$ cat src/rtl/m68k_bus_pkg.sv
// Purpose : shared types and constants for the 68000 bus controller slice.
// Latency : n/a (declarations only).
// Backpr. : n/a.
// Contents: FSM state enum, IACK function code, wait/watchdog field widths.
package m68k_bus_pkg;

  typedef enum logic [1:0] {
    ST_IDLE = 2'd0,
    ST_WAIT = 2'd1,
    ST_ACK  = 2'd2,
    ST_BERR = 2'd3
  } bus_state_t;

  // Function code the 68000 drives during interrupt acknowledge.
  localparam logic [2:0] FC_IACK = 3'b111;

  // Width of one per-region wait-state field in C_REGION_WAIT.
  localparam int WAIT_W = 4;

  // Watchdog counter width; covers C_BERR_TIMEOUT up to 65535.
  localparam int WD_W = 16;

  // Maximum region count, and the index width that covers it.
  localparam int MAX_REGIONS = 8;
  localparam int MAX_IDX_W   = 3;

endpackage

$ cat src/rtl/m68k_phi_gen.sv
// Purpose : free-running enPhi1/enPhi2 clock-enable generator for fx68k.
// Latency : registered pulses; first phi1 on the first clk edge out of reset.
// Backpr. : none, the pattern never stalls.
// Ports   : clk, reset_n (async, active low) -> phi1, phi2 one-clk pulses.
module m68k_phi_gen #(
  parameter int C_PHI_DIV = 2
) (
  input  logic clk,
  input  logic reset_n,
  output logic phi1,
  output logic phi2
);

  localparam int CW = $clog2(C_PHI_DIV);
  localparam logic [CW-1:0] CNT_LAST = CW'(C_PHI_DIV - 1);
  localparam logic [CW-1:0] CNT_PHI2 = CW'(C_PHI_DIV / 2);

  logic [CW-1:0] cnt_q;

  // phi1 fires at count 0 and phi2 at the half-period count, so the two
  // enables can never coincide for an even divider.
  always_ff @(posedge clk or negedge reset_n) begin
    if (!reset_n) begin
      cnt_q <= '0;
      phi1  <= 1'b0;
      phi2  <= 1'b0;
    end else begin
      cnt_q <= (cnt_q == CNT_LAST) ? '0 : cnt_q + 1'b1;
      phi1  <= (cnt_q == '0);
      phi2  <= (cnt_q == CNT_PHI2);
    end
  end

endmodule

$ cat src/rtl/m68k_bus_ctrl.sv
// Purpose : 68000 bus controller: address decode, DTACKn/VPAn/BERRn, watchdog.
// Latency : AS low -> DTACKn low in 2 clks + wait*C_PHI_DIV + rdy stall.
// Backpr. : per-region rdy stalls the ack; watchdog ends stuck cycles with BERRn.
// Ports   : clk, reset_n; fx68k strobes/address/fc in; phi1/phi2, dtack_n,
//           vpa_n, berr_n out; sel one-hot chip selects; rdy per region in;
//           timeout sticky flag with timeout_clr.
module m68k_bus_ctrl
  import m68k_bus_pkg::*;
#(
  parameter int C_PHI_DIV = 2,
  parameter int C_REGIONS = 4,
  parameter int C_DEC_HI  = 23,
  parameter int C_DEC_LO  = 20,
  parameter logic [C_REGIONS*(C_DEC_HI-C_DEC_LO+1)-1:0] C_REGION_MATCH =
    {4'h3, 4'h2, 4'h1, 4'h0},
  parameter logic [C_REGIONS*WAIT_W-1:0] C_REGION_WAIT = '0,
  parameter logic [C_REGIONS-1:0] C_REGION_VPA = '0,
  parameter int C_BERR_TIMEOUT = 255
) (
  input  logic                 clk,
  input  logic                 reset_n,
  output logic                 phi1,
  output logic                 phi2,
  input  logic                 cpu_as_n,
  input  logic                 cpu_uds_n,
  input  logic                 cpu_lds_n,
  input  logic                 cpu_rw,
  input  logic [23:1]          cpu_a,
  input  logic [2:0]           cpu_fc,
  output logic                 dtack_n,
  output logic                 vpa_n,
  output logic                 berr_n,
  output logic [C_REGIONS-1:0] sel,
  input  logic [C_REGIONS-1:0] rdy,
  output logic                 timeout,
  input  logic                 timeout_clr
);

  localparam int DW    = C_DEC_HI - C_DEC_LO + 1;
  localparam int IDX_W = (C_REGIONS > 1) ? $clog2(C_REGIONS) : 1;
  localparam logic [WD_W-1:0] WD_LAST = WD_W'(C_BERR_TIMEOUT - 1);

  // Data strobes and direction do not affect the handshake; they are only
  // consumed here so the port list stays complete for the fabric.
  logic unused_ok;
  assign unused_ok = ^{cpu_uds_n, cpu_lds_n, cpu_rw, cpu_a};

  m68k_phi_gen #(
    .C_PHI_DIV (C_PHI_DIV)
  ) u_phi (
    .clk     (clk),
    .reset_n (reset_n),
    .phi1    (phi1),
    .phi2    (phi2)
  );

  // ---------------- address decode ----------------
  logic [DW-1:0]     dec_field;
  logic              dec_hit;
  logic [IDX_W-1:0]  dec_idx;
  logic [WAIT_W-1:0] dec_wait;

  assign dec_field = cpu_a[C_DEC_HI:C_DEC_LO];

  // Scan from the top down so the lowest matching index is the last writer.
  always_comb begin
    dec_hit = 1'b0;
    dec_idx = '0;
    for (int i = C_REGIONS - 1; i >= 0; i--) begin
      if (dec_field == C_REGION_MATCH[i*DW +: DW]) begin
        dec_hit = 1'b1;
        dec_idx = i[IDX_W-1:0];
      end
    end
  end

  assign dec_wait = C_REGION_WAIT[dec_idx*WAIT_W +: WAIT_W];

  // ---------------- FSM and counters ----------------
  bus_state_t        state_q, state_d;
  logic [IDX_W-1:0]  reg_q, reg_d;
  logic              hit_q, hit_d;
  logic              iack_q, iack_d;
  logic [WAIT_W-1:0] wcnt_q, wcnt_d;
  logic [WD_W-1:0]   wd_q, wd_d;
  logic              ack_ok;

  assign ack_ok = (wcnt_q == '0) && hit_q && rdy[reg_q];

  always_ff @(posedge clk or negedge reset_n) begin
    if (!reset_n) begin
      state_q <= ST_IDLE;
      reg_q   <= '0;
      hit_q   <= 1'b0;
      iack_q  <= 1'b0;
      wcnt_q  <= '0;
      wd_q    <= '0;
    end else begin
      state_q <= state_d;
      reg_q   <= reg_d;
      hit_q   <= hit_d;
      iack_q  <= iack_d;
      wcnt_q  <= wcnt_d;
      wd_q    <= wd_d;
    end
  end

  always_comb begin
    state_d = state_q;
    reg_d   = reg_q;
    hit_d   = hit_q;
    iack_d  = iack_q;
    wcnt_d  = wcnt_q;
    wd_d    = wd_q;
    if (cpu_as_n) begin
      // Strobe released: abandon whatever was in flight.
      state_d = ST_IDLE;
      hit_d   = 1'b0;
      iack_d  = 1'b0;
      wcnt_d  = '0;
      wd_d    = '0;
    end else begin
      unique case (state_q)
        ST_IDLE: begin
          if (cpu_fc == FC_IACK) begin
            // Autovectored acknowledge: answer at once with VPAn.
            state_d = ST_ACK;
            iack_d  = 1'b1;
            hit_d   = 1'b0;
          end else begin
            state_d = ST_WAIT;
            reg_d   = dec_idx;
            hit_d   = dec_hit;
            wcnt_d  = dec_hit ? dec_wait : '0;
            wd_d    = '0;
          end
        end
        ST_WAIT: begin
          // Checking ack first lets it win over a same-clk watchdog expiry.
          if (ack_ok) begin
            state_d = ST_ACK;
          end else if (phi2) begin
            if (wcnt_q != '0) wcnt_d = wcnt_q - 1'b1;
            if (wd_q == WD_LAST) state_d = ST_BERR;
            else                 wd_d = wd_q + 1'b1;
          end
        end
        default: ; // ACK and BERR hold until the strobe rises
      endcase
    end
  end

  // ---------------- registered outputs ----------------
  // Outputs are computed from the next state so they change on the same
  // edge as the FSM, keeping the 2-clk ack latency.
  logic [C_REGIONS-1:0] sel_d;
  logic                 dtack_d, vpa_d, berr_d, timeout_d;

  always_comb begin
    sel_d = '0;
    if (state_d != ST_IDLE && hit_d) sel_d[reg_d] = 1'b1;
    dtack_d   = !(state_d == ST_ACK && !iack_d && !C_REGION_VPA[reg_d]);
    vpa_d     = !(state_d == ST_ACK && (iack_d || C_REGION_VPA[reg_d]));
    berr_d    = (state_d != ST_BERR);
    // Set on BERR entry outranks a simultaneous clear.
    if (state_d == ST_BERR && state_q != ST_BERR) timeout_d = 1'b1;
    else if (timeout_clr)                         timeout_d = 1'b0;
    else                                          timeout_d = timeout;
  end

  always_ff @(posedge clk or negedge reset_n) begin
    if (!reset_n) begin
      dtack_n <= 1'b1;
      vpa_n   <= 1'b1;
      berr_n  <= 1'b1;
      sel     <= '0;
      timeout <= 1'b0;
    end else begin
      dtack_n <= dtack_d;
      vpa_n   <= vpa_d;
      berr_n  <= berr_d;
      sel     <= sel_d;
      timeout <= timeout_d;
    end
  end

endmodule
$ cat config.mk
export PLATFORM = sky130hd
export DESIGN_NAME = m68k_bus_ctrl
export DESIGN_NICKNAME = d
export VERILOG_FILES = /design/src/rtl/m68k_bus_pkg.sv /design/src/rtl/m68k_phi_gen.sv /design/src/rtl/m68k_bus_ctrl.sv
export SDC_FILE = /design/constraint.sdc
export NUM_CORES = 1
export LEC_CHECK = 0
export CAP_MARGIN = 20
export CORE_MARGIN = 2
export CORE_UTILIZATION = 30
export CTS_BUF_LIST = sky130_fd_sc_hd__clkbuf_16
export CTS_CLUSTER_SIZE = 28
export DETAILED_ROUTE_END_ITERATION = 8
export HOLD_SLACK_MARGIN = 0.03
export PLACE_DENSITY_LB_ADDON = 0.25
export SYNTH_ARGS = -nofsm -noshare
export SYNTH_HDL_FRONTEND = slang
export SYNTH_HIERARCHICAL = 1
export SYNTH_SLANG_ARGS = --single-unit
$ cat constraint.sdc
create_clock -name clk -period 2.4 [get_ports clk]
set_clock_uncertainty 0.2 [all_clocks]
set_input_delay 0.48 -clock clk [delete_from_list [all_inputs] [get_ports clk]]
set_output_delay 0.48 -clock clk [all_outputs]
set_load 0.005 [all_outputs]
==> flow_summary.toml <==
[status]
outcome = "completed"

[yosys]
ys_ff_latch = 36
synth_nets = 242
yosysTopAreaCell = "dfrtp_1"
synth.avg_cell_area_um2 = 9.44
synthCells = 202
yosysMostFrequentCell = "dfrtp_1"
synth_top_area_share_pct = 43.3
yosysUniqueCellTypes = 49
ys.flop_type = "dfrtp_1"
netlist_area_um2 = 1910
synth_seq_area_share_pct = 47.4
ys_async_sr_fraction_pct = 100
synth_area_leaders = "dfrtp_1 43%, o21ai_0 6.3%, dfstp_2 4.1%"
yosys_warnings = 6
synth-edff-count = 0
synthTopCellsByCount = "33 x dfrtp_1, 24 x o21ai_0, 14 x nand2_1"

[worst_setup_path]
cp_slowest_cell = "mux4_2"
cp.required_ps = 2360
start_kind = "primary input"
endpoint_kind = "flop"
max_stage_delay_ps = 480
crit_buf_inv = 1
critPathTopFamily = "compound AO/OA/AOI/OAI gates"
cp_max_fo = 6
crit_type = "primary input to flop"
cp_cell_sequence = "clkdlybuf4s50_1, mux4_2, and3_4, o311a_1, a211o_1"
worst_ep_arrival_time_ps = 2180

[hold_path]
min-delay-path-class = "flop to flop"

[global_routing]
grt_pass1_wl_mm = 7.58
antenna_found_initial = 0
use_met3_pct = 3.76
overflow = 0
grt_pass1_vias = 1638
grt_util_met1_pct = 18.4
busiest_layer = "met2"
grt_usage_pct = 13.4
grt_max_degree = 19
grt_use_met2_pct = 20.3

[power_and_ir_drop]
p_int_mw = 1.12
p_leak_nw = 1.08
switchingPower_mw = 0.370
p_comb_share_pct = 15.4
p_per_area_nw_per_um2 = 595
switching_share_pct = 24.8
p_seq_share_pct = 43.5
clkPwrFrac_pct = 41.1
ir_worst_vdd_mv = 0.370

[layout]
stdcell_area_um2 = 2510
fin_nets = 287
fin_cells = 325
multi_input_comb_area_um2 = 920
drive_gt1_share_pct = 17.3
area_delta_synth_final_pct = 31.5
regArea_um2 = 905
nFillCells = 641
fin_util_pct = 40.2
antenna_cells = 0

[sta]
finalSetupViolations = 0
tns_ps = 0
finalHoldViolations = 0
relSlewSlack_pct = 60.3
rsz0062_at_grt = "no"
fin_crit_sh_pct = 92.6
fmaxAchievable_mhz = 450
worst_pin_slew_ps = 594
post-route-min-period_ps = 2220
drv_slew = 0
holdWs_ps = 208

[routing]
wl_per_cell_um = 13.1
drt_iter0_drc = 68
drtPass1Iterations = 4
wl_mm = 4.24
drtAntennaViolNets = 0
vias = 1691
viasPerCell = 5.20
route.detailed.drc = 0

[clock_network]
clock_latency_ps = 280
cts_setup_buffers = 0
cts.sinks = 36
htreeDepth = 2
numCtsBuffers = 5
clock_path_buffers = 2
clk_pin_slew_ps = 50
cts_tree = "done"
cts_root_buf = "clkbuf_16"

[floorplanning]
fp.dieH_um = 83.7
core_area_um2 = 6240
die_x_um = 83.7
initial_core_util_pct = 30.6
dieArea_um2 = 7010
rows = 29
ioPinCount = 47

[placed_design]
gp_congestion = 0.780
io_buffers = 24
dp_hpwl_mm = 3.20
place_area_um2 = 2360
dp_cells = 316

[job]
cap_violations = 0
-- area by class of cell --
type | instances | area share (%)
tap | 77 | 3.84
clock inverter | 3 | 0.549
inverter | 10 | 1.50
clock buffer | 5 | 4.99
multi-input combinational | 147 | 36.7
timing repair buffer | 47 | 16.4
sequential | 36 | 36.1
-- worst paths after layout --
check                      depth (start not counted)  slack [ps]   startpoint         end
setup / recovery                                   5         180       rdy[3]     wd_q[5]
hold / removal                                     0         210  u_phi/cnt_q  u_phi/phi2
setup reg to reg                                   8         250    wcnt_q[0]     wd_q[7]
hold reg to reg                                    0         210  u_phi/cnt_q  u_phi/phi2
max in group asynchronous                          3         940      reset_n       vpa_n
min in group asynchronous                          2         470      reset_n    wd_q[13]
-- cells by family (layout without fill, tap and decap cells) --
family                   after synthesis  in the layout  synth area share (%)
AND/OR/NAND/NOR                       77             77                  22.1
AO/OA/AOI/OAI                         65             65                  22.4
flip-flops                            36             36                  47.4
buffers and inverters                 19             65                  4.33
adder cells (fa/ha/maj)                3              3                  1.97
multiplexers                           2              2                  1.71
-- repair_timing --
action                    in CTS  in global routing
hold endpoints to repair      16                  0
resized for setup              0                  0
hold buffers                   1                  0
-- routing by layer --
metal / vias up / wire (um)
li1: 837 / -
met4: 0 / 70
met3: 6 / 175
met2: 32 / 1910
met1: 816 / 2090
met5: - / 0
-- stage by stage --
stage	power, mW	setup WS (ps)
finish	1.49	177
global route	1.58	34.2
CTS	1.51	184
detailed placement	0.890	-116
global placement	0.888	-98.1
floorplan	0.770	255
-- placed cells by master, fill, tap and decap left out, types with 4 or more instances in the layout --
cell type,instances
o21ai_0,24
nor3_1,8
buf_4,22
clkdlybuf4s50_1,23
nand4_1,4
inv_1,10
nand2b_1,4
nand2_1,14
a31oi_1,5
nand3_1,12
dfrtp_1,33
nor2_1,10
and2_1,4
o31ai_1,7
a21oi_1,10
clkbuf_16,5
-- worst reg2reg max path: stages (launching register included) --
cell and delay [ps]:
dfrtp_1 400, inv_1 60, ha_1 190, nor3b_1 300, nand3_1 230, o21ai_1 210, buf_4 190, nor3_1 60
o22a_1 190
-- sequential cells by signal, summed over array words and instances, names as in the netlist --
name         count
hit_q            1
timeout          1
sel              4
berr_n           1
vpa_n            1
wd_q            16
reg_q            2
u_phi/cnt_q      1
iack_q           1
dtack_n          1
state_q          2
wcnt_q           4
u_phi/phi2       1
-- power by group through the flow --
stage               clock, mW  sequential (mW)  combinational, mW
finish                  0.613            0.649              0.229
global route            0.665            0.653              0.258
CTS                     0.633            0.650              0.232
detailed placement          0            0.660              0.230
global placement            0            0.661              0.227
floorplan                   0            0.652              0.118
No activity file was read; power rests on OpenSTA's default activity.
